**config.mk**
```make
export PLATFORM = sky130hd
export DESIGN_NAME = fan_pwm_speed_ctrl
export DESIGN_NICKNAME = d
export VERILOG_FILES = /design/src/rtl/fan_pkg.sv /design/src/rtl/fan_pwm_gen.sv /design/src/rtl/fan_pwm_speed_ctrl.sv
export SDC_FILE = /design/constraint.sdc
export NUM_CORES = 1
export LEC_CHECK = 0
export CORE_UTILIZATION = 32
export CTS_BUF_LIST = sky130_fd_sc_hd__clkbuf_4
export DETAILED_ROUTE_END_ITERATION = 7
export MAX_ROUTING_LAYER = met4
export PLACE_DENSITY_LB_ADDON = 0.2
export SLEW_MARGIN = 20
export SYNTH_ARGS = -nofsm -noshare
export SYNTH_HDL_FRONTEND = slang
export SYNTH_SLANG_ARGS = --single-unit
```
**constraint.sdc**
```tcl
create_clock -name clk -period 5.6 [get_ports clk]
set_input_delay 1.12 -clock clk [delete_from_list [all_inputs] [get_ports clk]]
set_output_delay 1.12 -clock clk [all_outputs]
set_load 0.03 [all_outputs]
```
**src/rtl/fan_pkg.sv**
```systemverilog
// Shared fan definitions: FSM state and level encodings, duty width, LED bar map.
// Pure declarations, no latency and no handshaking; the fan timer uses the same level codes.
package fan_pkg;

  localparam int DUTY_W    = 7;
  localparam int PWM_STEPS = 100;

  typedef enum logic [1:0] {
    ST_IDLE = 2'd0,
    ST_UP   = 2'd1,
    ST_DOWN = 2'd2,
    ST_HOLD = 2'd3
  } fan_state_t;

  typedef enum logic [1:0] {
    LVL_OFF  = 2'd0,
    LVL_LOW  = 2'd1,
    LVL_MID  = 2'd2,
    LVL_HIGH = 2'd3
  } fan_level_t;

  // Nibble n is the bar pattern for level n.
  localparam logic [15:0] LED_BAR_MAP = {4'b0111, 4'b0011, 4'b0001, 4'b0000};

  function automatic logic [3:0] led_bar_of(input fan_level_t lvl);
    return LED_BAR_MAP[{lvl, 2'b00} +: 4];
  endfunction

endpackage

```
**src/rtl/fan_pwm_gen.sv**
```systemverilog
// PWM generator: prescaled 0..99 counter, duty latched at each period wrap, registered compare.
// pwm_out lags the counter by 1 clk; no backpressure, duty_cur is sampled only at the wrap.
module fan_pwm_gen
  import fan_pkg::*;
#(
  parameter int PWM_DIV = 100
) (
  input  logic              clk,
  input  logic              reset_n,
  input  logic [DUTY_W-1:0] duty_cur,
  output logic              pwm_out
);

  localparam int                PRE_W    = (PWM_DIV > 1) ? $clog2(PWM_DIV) : 1;
  localparam logic [PRE_W-1:0]  PRE_LAST = PRE_W'(PWM_DIV - 1);
  localparam logic [DUTY_W-1:0] CNT_LAST = DUTY_W'(PWM_STEPS - 1);

  logic [PRE_W-1:0]  pre_cnt;
  logic [DUTY_W-1:0] pwm_cnt;
  logic [DUTY_W-1:0] duty_lat;
  logic              adv;

  assign adv = (pre_cnt == PRE_LAST);

  // duty_lat only moves on the period wrap so a period never carries two duties.
  always_ff @(posedge clk or negedge reset_n) begin
    if (!reset_n) begin
      pre_cnt  <= '0;
      pwm_cnt  <= '0;
      duty_lat <= '0;
      pwm_out  <= 1'b0;
    end else begin
      pre_cnt <= adv ? '0 : pre_cnt + 1'b1;
      if (adv) begin
        if (pwm_cnt == CNT_LAST) begin
          pwm_cnt  <= '0;
          duty_lat <= duty_cur;
        end else begin
          pwm_cnt <= pwm_cnt + 1'b1;
        end
      end
      pwm_out <= (pwm_cnt < duty_lat);
    end
  end

endmodule

```
**src/rtl/fan_pwm_speed_ctrl.sv**
```systemverilog
// Fan speed control: button/timeout -> level, soft-ramped duty (1 % per ramp tick), PWM and LED bar.
// level/led_bar follow a pulse by 1 clk; pulses are never refused, a new level redirects the ramp.
module fan_pwm_speed_ctrl
  import fan_pkg::*;
#(
  parameter int PWM_DIV  = 100,
  parameter int RAMP_DIV = 1000,
  parameter int DUTY_L   = 30,
  parameter int DUTY_M   = 60,
  parameter int DUTY_H   = 90
) (
  input  logic              clk,
  input  logic              reset_n,
  input  logic              speed_btn,
  input  logic              timeout,
  output logic              pwm_out,
  output logic [1:0]        level,
  output logic [DUTY_W-1:0] duty_cur,
  output logic [3:0]        led_bar,
  output logic              fan_on,
  output logic              busy
);

  localparam int               RAMP_W    = (RAMP_DIV > 1) ? $clog2(RAMP_DIV) : 1;
  localparam logic [RAMP_W-1:0] RAMP_LAST = RAMP_W'(RAMP_DIV - 1);

  fan_level_t        level_q;
  fan_state_t        state_q, state_d;
  logic [DUTY_W-1:0] duty_q, duty_d;
  logic [DUTY_W-1:0] target;
  logic [RAMP_W-1:0] ramp_cnt;
  logic              tick;

  // Timeout has priority over a simultaneous button press.
  always_ff @(posedge clk or negedge reset_n) begin
    if (!reset_n) begin
      level_q <= LVL_OFF;
    end else if (timeout) begin
      level_q <= LVL_OFF;
    end else if (speed_btn) begin
      level_q <= fan_level_t'(level_q + 2'd1);
    end
  end

  always_comb begin
    target = '0;
    case (level_q)
      LVL_LOW:  target = DUTY_W'(DUTY_L);
      LVL_MID:  target = DUTY_W'(DUTY_M);
      LVL_HIGH: target = DUTY_W'(DUTY_H);
      default:  target = '0;
    endcase
  end

  always_ff @(posedge clk or negedge reset_n) begin
    if (!reset_n) begin
      ramp_cnt <= '0;
    end else begin
      ramp_cnt <= tick ? '0 : ramp_cnt + 1'b1;
    end
  end

  assign tick = (ramp_cnt == RAMP_LAST);

  always_ff @(posedge clk or negedge reset_n) begin
    if (!reset_n) begin
      state_q <= ST_IDLE;
      duty_q  <= '0;
    end else begin
      state_q <= state_d;
      duty_q  <= duty_d;
    end
  end

  // Steps are guarded by the live target, so a redirect in the same cycle never overshoots.
  always_comb begin
    state_d = state_q;
    duty_d  = duty_q;
    case (state_q)
      ST_IDLE: begin
        if (target != '0) state_d = ST_UP;
      end
      ST_UP: begin
        if (tick && (duty_q < target)) duty_d = duty_q + 1'b1;
        if (target < duty_q)       state_d = ST_DOWN;
        else if (target == duty_q) state_d = (target == '0) ? ST_IDLE : ST_HOLD;
      end
      ST_DOWN: begin
        if (tick && (duty_q > target)) duty_d = duty_q - 1'b1;
        if (target > duty_q)       state_d = ST_UP;
        else if (target == duty_q) state_d = (target == '0) ? ST_IDLE : ST_HOLD;
      end
      ST_HOLD: begin
        if (target > duty_q)      state_d = ST_UP;
        else if (target < duty_q) state_d = ST_DOWN;
        else if (target == '0)    state_d = ST_IDLE;
      end
      default: state_d = ST_IDLE;
    endcase
  end

  fan_pwm_gen #(
    .PWM_DIV (PWM_DIV)
  ) u_pwm (
    .clk      (clk),
    .reset_n  (reset_n),
    .duty_cur (duty_q),
    .pwm_out  (pwm_out)
  );

  assign level    = level_q;
  assign duty_cur = duty_q;
  assign led_bar  = led_bar_of(level_q);
  assign fan_on   = (duty_q != '0);
  assign busy     = (state_q == ST_UP) || (state_q == ST_DOWN);

endmodule

```
==> impl_metrics.ini, run 1 <==
[outcome]
status = complete, no violations

[clocking]
cts_hold_buf = 0
clockBufferDepth = 2
cts_made_buffers = 5
h-tree-depth = 2
cts_tree = done
cts-root-buf = clkbuf_4
clkLatencyLatePin_ns = 0.36
clk_pin_slew_ns = 0.14
cts_setup_buffers = 0
cts_sinks = 43
cts_resized = 0

[critical_path]
startpoint_type = register
arrival_ns = 1.88
crit_type = register to output pin
reg2reg_from = level[1]
critPathMaxStageDelay_ns = 0.61
crit_fanout = 8
r2r_end = duty_cur[4]
cp_num_buf_inv = 1
slowest_stage = clkdlybuf4s50_1
cp_top_family = buffers and inverters
r2r_slack_ns = 2.93
worst_ep_required_time_ns = 4.48
endpoint_kind = output pin
worstPathCellList = nor4_1 > nand4_1 > clkdlybuf4s50_1
reg2reg_depth = 9

[cells_and_area]
register_area_um2 = 1080
area_growth_syn_to_layout_pct = 13.5
fin_util_pct = 38.2
diodes = 0
nets = 320
fillers = 803
drive_above_1_share_pct = 7.02
multi_input_area_um2 = 1450

[place]
dp_hpwl_um = 3780
port_buffers = 18
globalplace.congestion = 0.835

[synthesis]
synth_compound_area_share_pct = 9.46
synth_cells = 264
synth_top_area_share_pct = 40.7
yosys.area_share.simple_pct = 17.2
async_flop_share_pct = 100
syn-num-nets = 300
ys_types = 47
synthAdderAreaFrac_pct = 15.4
ys.flop_type = dfrtp_1
synth_area_leader_cell = dfrtp_1
yosysSeqAreaShare_pct = 40.7
synth_top_family_by_area = simple AND/OR/NAND/NOR gates
synthTopCellsByArea = dfrtp_1, ha_1, mux2i_1
muxShareOfSynthArea_pct = 5.96
yosys_warnings = 0
synth_edf_count = 0
synth-seq-cells = 43
syn_area_per_cell_um2 = 10.0
synth_xor_area_share_pct = 6.62
synth_area_um2 = 2650

[floorplan]
initial_utilization_pct = 33.7
io_pins = 20
core.rowCount = 32
die_x_um = 92.9
dieArea_um2 = 8630
core_um2 = 7850
die_h_um = 92.9

[job]
max-cap-violations = 0

[global_route]
first_global_vias = 1917
grt_pass1_wl_um = 9030
grt_max_degree = 44
antenna_found_initial = 0
grt-ovfl-total = 0
track_usage_pct = 13.7

[sta]
setup_tns_ns = 0
report.final.slew_viol_count = 0
min_period_over_period_pct = 53.6
clock_skew_ns = 0.00488
tightestPinTransition_ns = 0.570
slew_headroom_pct = 62.0
setup_violations = 0
fmax_mhz = 333
finalHoldViolations = 0
fin_crit_ns = 3.00
rsz0062_at_grt = no

[route]
via_count = 1882
first_pass_iters = 4
dr.first_iter.drc_count = 65
ant_nets = 0
wl_um = 5170
vias_per_cell = 4.86
drc = 0
post_drt_wl_per_cell_um = 13.4

[min_path]
hold_class = register to register
hp-start = u_pwm.pre_cnt[0]
min_to = u_pwm.pre_cnt[0]
whs_path_depth = 1

[power]
vdd_drop_max_uv = 111
leakage_nw = 1.37
power_density_nw_per_um2 = 250
==> flip-flops by register name, summed over array words and instances, names as in the netlist <==
register and count:
state_q 2, ramp_cnt 10, u_pwm.pwm_cnt 7, u_pwm.pre_cnt 7, duty_cur 7, u_pwm.pwm_out 1, level 2, u_pwm.duty_lat 7
==> report_power, final <==
group          total [mW]  internal (mW)  switching (mW)
combinational       0.213         0.0886           0.124
clock               0.206         0.0941           0.112
sequential          0.331          0.319          0.0118
total               0.750          0.502           0.248
==> final cells by class <==
type | instances | area share [%]
multi-input cells | 193 | 48.3
clock inverters | 3 | 1.46
flip-flops and latches | 43 | 35.8
repair buffers | 19 | 6.17
inverters | 22 | 2.75
clock buffers | 5 | 1.25
well taps | 102 | 4.25
==> cells by family after synthesis <==
group / count (synthesis)
xor+xnor: 20
other cells: 1
simple gates: 85
fa+ha+maj: 32
compound gates: 40
buf+inv: 28
mux: 15
flops: 43
==> worst register-to-register path, stage by stage, from the launching register on <==
cell	delay (ns)
dfrtp_1	0.48
inv_1	0.13
ha_1	0.22
inv_1	0.10
ha_1	0.31
nand4_1	0.16
a211oi_1	0.43
o2111ai_1	0.21
and2_4	0.24
mux2_4	0.30
==> cell usage in the layout (no fill, tap or decap), drive strengths merged, types with 12 or more instances in the layout <==
master / Yosys / layout
dfrtp: 43 / 43
nand2: 12 / 12
nor2: 29 / 29
clkdlybuf4s50: 0 / 17
xnor2: 12 / 12
a21oi: 15 / 15
ha: 31 / 31
mux2i: 12 / 12
inv: 22 / 22
==> metal layers <==
| metal | global-route usage [%] | up-vias | wire length [um] |
|---|---|---|---|
| met5 | - | - | 0 |
| met4 | 4.49 | 0 | 59 |
| met3 | 2.55 | 7 | 150 |
| met2 | 20.5 | 25 | 2330 |
| met1 | 18.8 | 898 | 2630 |
| li1 | - | 952 | - |
==> per-stage QoR <==
| step | cells | cell area (um2) | power [mW] | setup slack, ns | hold WS [ns] |
|---|---|---|---|---|---|
| 6_report | 387 | 3000 | 0.750 | 2.60 | 0.464 |
| 5_1_grt | 387 | 3000 | 0.795 | 2.42 | 0.498 |
| 4_1_cts | 387 | 3000 | 0.761 | 2.57 | 0.464 |
| 3_5_place_dp | 379 | 2920 | 0.551 | 2.96 | 0.446 |
| 3_3_place_gp | 379 | 2920 | 0.546 | 3.03 | 0.444 |
| 2_1_floorplan | 264 | 2650 | 0.491 | 2.86 | 0.425 |
==> how the worst max path moves through the flow <==
| stage | start | end | slack [ns] | cells past startpoint |
|---|---|---|---|---|
| 4_1_cts | level[0] | led_bar[0] | 2.57 | 4 |
| 3_3_place_gp | duty_cur[0] | fan_on | 3.03 | 3 |
| 6_report | duty_cur[0] | fan_on | 2.60 | 3 |
| 3_5_place_dp | level[0] | duty_cur[4] | 2.96 | 9 |
| 2_1_floorplan | level[0] | duty_cur[4] | 2.86 | 10 |
| 5_1_grt | duty_cur[0] | fan_on | 2.42 | 3 |
==> cells in the mapped netlist (2+ instances only) <==
cell type,instances
mux2_2,2
inv_1,22
o21ai_0,7
o211ai_1,2
a31oi_1,2
ha_1,31
or2_2,3
and2_1,2
a21oi_1,15
nor2_1,29
nand2_1,12
clkbuf_1,3
nand2b_1,3
mux2i_1,12
a21o_1,3
buf_4,2
xnor2_1,12
and4_1,2
a211oi_1,3
nor3_1,3
nand3_1,8
xor2_1,8
nand4_1,7
nor2b_1,4
and3_1,3
dfrtp_1,43
No activity file was read; power rests on OpenSTA's default activity.
==> run 2, diff against run 1 <==
==> constraint.sdc (replaced) <==
create_clock -name clk -period 3.1 [get_ports clk]
set_input_delay 0.62 -clock clk [delete_from_list [all_inputs] [get_ports clk]]
set_output_delay 0.62 -clock clk [all_outputs]
set_load 0.03 [all_outputs]
==> run 2 against run 1 <==
Utilization fell by 0.21 points. Count of clock-buffer cells in the layout rose by 1. Register-to-register slack got worse by 2.5 ns. Via count fell by 1.9%. Critical path type is now register to register. Critical endpoint is now duty_cur[4]. Largest cell class unchanged. Highest routed layer unchanged.
==> impl_metrics.ini, run 2 (synthesized netlist as in run 1, its figures left out) <==
[sta]
tightestPinTransition_ns = 0.545
setup_violations = 0
setup_tns_ns = 0
holdWs_ns = 0.215
clock_skew_ns = 0.0107
rsz0062_at_grt = no
fmax_mhz = 379
slew_headroom_pct = 63.7
report.final.slew_viol_count = 0
fin_crit_ns = 2.64
finalHoldViolations = 0
min_period_over_period_pct = 85.1
setup_ws_ns = 0.462

[route]
wl_um = 4820
dr.first_iter.drc_count = 76
ant_nets = 0
via_count = 1846
first_pass_iters = 4
post_drt_wl_per_cell_um = 12.4
drc = 0
vias_per_cell = 4.76

[clocking]
cts_sinks = 43
cts_tree = done
cts_setup_buffers = 0
cts-root-buf = clkbuf_4
h-tree-depth = 2
cts_hold_buf = 0
cts_resized = 0
clk_pin_slew_ns = 0.13
cts_made_buffers = 5
clkLatencyLatePin_ns = 0.36
clockBufferDepth = 2

[critical_path]
crit_fanout = 6
startpoint_type = register
crit_type = register to register
arrival_ns = 2.89
endpoint_kind = register
worst_ep_required_time_ns = 3.35

[floorplan]
core_um2 = 7850
die_h_um = 92.9
die_x_um = 92.9
io_pins = 20
initial_utilization_pct = 33.7
core.rowCount = 32
dieArea_um2 = 8630

[place]
dp_hpwl_um = 3590
dpl_worst_slack_ns = 0.442
port_buffers = 18
globalplace.congestion = 0.860

[cells_and_area]
nets = 321
largest_register_ffs = 10
layout_common_cells = dfrtp_1, ha_1, nor2_1, inv_1, clkdlybuf4s50_1
fillers = 835
final_common_cell = dfrtp_1
drive_above_1_share_pct = 7.34
diodes = 0
regMostFlops = ramp_cnt
area_growth_syn_to_layout_pct = 12.9

[power]
vdd_drop_max_uv = 127
leakage_nw = 1.36
power.total_mw = 1.26
power_density_nw_per_um2 = 422

[global_route]
grt_pass1_wl_um = 8300
first_global_vias = 1721
grt-ovfl-total = 0
track_usage_pct = 12.6
grt_max_degree = 44
antenna_found_initial = 0

[job]
max-cap-violations = 0

[min_path]
hold_class = input port to asynchronous set/reset pin

[outcome]
status = complete, no violations
[run 2: cell count changes in the layout (fill, tap and decap cells not counted), sizes merged]
cell / delta
clkinvlp: +1
clkinv: -1
clkbuf: +1
buf: +1
bufinv: -1
[run 2: layout make-up]
class                      instances  area [um2]  area share [%]
sequential                        43        1080            36.0
clock inverter                     2        12.5           0.419
clock buffer                       6        45.0            1.51
tap                              102         128            4.27
multi-input combinational        193        1450            48.5
inverter                          22        82.6            2.77
timing repair buffer              20         193            6.45
[run 2: through the flow]
stage          cell area, um2  cells  utilization, %
3_5_place_dp             2930    380            37.3
2_1_floorplan            2650    264               -
6_report                 2990    388            38.0
3_3_place_gp             2930    380            37.3
5_1_grt                  2990    388            38.0
4_1_cts                  2980    388            38.0
[run 2: final timing paths]
kind,startpoint,endpoint,slack [ns],cells past startpoint
max,level[0],duty_cur[4],0.46,9
min,reset_n,u_pwm.pre_cnt[4],0.22,1
max reg2reg,level[0],duty_cur[4],0.46,9
min reg2reg,u_pwm.pre_cnt[0],u_pwm.pre_cnt[0],0.46,1
max in group asynchronous,reset_n,u_pwm.duty_lat[2],2.49,1
min in group clk,u_pwm.pre_cnt[0],u_pwm.pre_cnt[0],0.46,1
[run 2: critical path, cell delays in order (launching register included)]
cell	delay, ns
dfrtp_1	0.47
inv_1	0.13
ha_1	0.21
inv_1	0.09
ha_1	0.30
nand4_1	0.16
a211oi_1	0.41
o2111ai_1	0.22
and2_4	0.24
mux2_4	0.29
[run 2: power breakdown]
part           switching, mW  total (mW)  internal (mW)
clock network          0.189       0.286         0.0965
registers             0.0229       0.599          0.576
logic                  0.215       0.373          0.158
[run 2: layer usage]
metal / wire (um) / part of all wire [%] / up-vias / track usage (%)
met5: 0 / 0 / - / -
met1: 2540 / 53 / 860 / 17.4
li1: - / - / 960 / -
met4: 55 / 1.1 / 0 / 3.46
met2: 2080 / 43 / 20 / 18.1
met3: 142 / 2.9 / 6 / 3.53
==> run 3, diff against run 2 <==
--- a/config.mk
+++ b/config.mk
@@ -5,6 +5,7 @@
 export SDC_FILE = /design/constraint.sdc
 export NUM_CORES = 1
 export LEC_CHECK = 0
+export CORE_ASPECT_RATIO = 0.75
 export CORE_UTILIZATION = 32
 export CTS_BUF_LIST = sky130_fd_sc_hd__clkbuf_4
 export DETAILED_ROUTE_END_ITERATION = 7
==> run 3 against run 2 <==
Global-route usage increased by 1.0 points. Flip-flop and latch count unchanged. Clock skew is 0.00055 ns lower. Clock power increased by 27%. Cell count increased by 0.77%. Cell area up 0.75%. Total power increased by 6.5%. Setup slack got worse by 0.081 ns. Critical path type unchanged. Critical endpoint unchanged. Largest power group unchanged.
==> impl_metrics.ini, run 3 (synthesized netlist as in run 1, its figures left out) <==
[route]
via_count = 1867
drc = 0
first_pass_iters = 4
dr.first_iter.drc_count = 60
wl_um = 5210
post_drt_wl_per_cell_um = 13.3
ant_nets = 0
vias_per_cell = 4.77

[clocking]
cts_sinks = 43
cts_resized = 0
clkLatencyLatePin_ns = 0.37
h-tree-depth = 2
cts-root-buf = clkbuf_4
clockBufferDepth = 2
cts_setup_buffers = 0
clk_pin_slew_ns = 0.14
cts_made_buffers = 5
cts_tree = done
cts_hold_buf = 0

[outcome]
status = complete, no violations

[sta]
report.final.slew_viol_count = 0
setup_violations = 0
setup_ws_ns = 0.381
setup_tns_ns = 0
fmax_mhz = 368
fin_crit_ns = 2.72
min_period_over_period_pct = 87.7
slew_headroom_pct = 62.5
tightestPinTransition_ns = 0.563
rsz0062_at_grt = no
clock_skew_ns = 0.0101
finalHoldViolations = 0

[critical_path]
crit_type = register to register
reg2reg_depth = 9
startpoint_type = register
endpoint_kind = register
worst_ep_required_time_ns = 3.36
crit_fanout = 6
arrival_ns = 2.98

[cells_and_area]
largest_register_ffs = 10
regMostFlops = ramp_cnt
final_cell_count_no_fill = 391
final_common_cell = dfrtp_1
fin_area_um2 = 3010
area_growth_syn_to_layout_pct = 13.7
nets = 321
diodes = 0
layout_common_cells = dfrtp_1, ha_1, nor2_1, inv_1, clkdlybuf4s50_1
drive_above_1_share_pct = 6.99

[floorplan]
dieArea_um2 = 8640
die_x_um = 107
core_um2 = 7950
initial_utilization_pct = 33.3
core.rowCount = 28
io_pins = 20
die_h_um = 80.7

[place]
dp_hpwl_um = 3930
port_buffers = 18
dpl_worst_slack_ns = 0.381
globalplace.congestion = 0.850
place_area_um2 = 2930
dp.cells = 383

[global_route]
antenna_found_initial = 0
grt-ovfl-total = 0
grt_max_degree = 44
grt_pass1_wl_um = 8770
first_global_vias = 1777
track_usage_pct = 13.7

[power]
leakage_nw = 1.37
vdd_drop_max_uv = 208
power_density_nw_per_um2 = 446

[min_path]
hold_class = input port to asynchronous set/reset pin

[job]
max-cap-violations = 0
[run 3: layout make-up]
cell class              count  area [um2]
clock buffers               5        37.5
clock inverters             3        38.8
fillers                   790        4940
inverters                  22        82.6
multi-input cells         193        1450
flip-flops and latches     43        1080
well taps                 105         131
repair buffers             20         193
[run 3: worst paths after layout]
path / endpoint / start / slack [ns]
max: duty_cur[4] / level[0] / 0.38
min: u_pwm.pre_cnt[4] / reset_n / 0.21
max reg2reg: duty_cur[4] / level[0] / 0.38
min reg2reg: u_pwm.pre_cnt[0] / u_pwm.pre_cnt[0] / 0.47
max in group asynchronous: level[1] / reset_n / 2.48
min in group clk: u_pwm.pre_cnt[0] / u_pwm.pre_cnt[0] / 0.47
[run 3: metal layers]
layer	global-route usage (%)	routed length, um	vias to the layer above
li1	-	-	954
met1	19.8	2890	879
met2	18.4	2110	28
met3	2.57	132	6
met4	5.75	70	0
met5	-	0	-
[run 3: critical path, cell delays in order (launching register included)]
cell and delay (ns):
dfrtp_1 0.48, inv_1 0.14, ha_1 0.23, inv_1 0.09, ha_1 0.29, nand4_1 0.17
a211oi_1 0.46, o2111ai_1 0.22, and2_4 0.24, mux2_4 0.29
[run 3: report_power, final]
part | switching [mW] | internal (mW)
Clock | 0.198 | 0.166
Sequential | 0.0234 | 0.576
Combinational | 0.218 | 0.158
Total | 0.439 | 0.901
[run 3: through the flow]
stage	power, mW	util [%]	hold slack, ns
global placement	0.985	36.8	0.445
global route	1.42	37.8	0.259
CTS	1.36	37.8	0.431
floorplan	0.887	-	0.324
finish	1.34	37.8	0.208
detailed placement	0.991	36.8	0.450
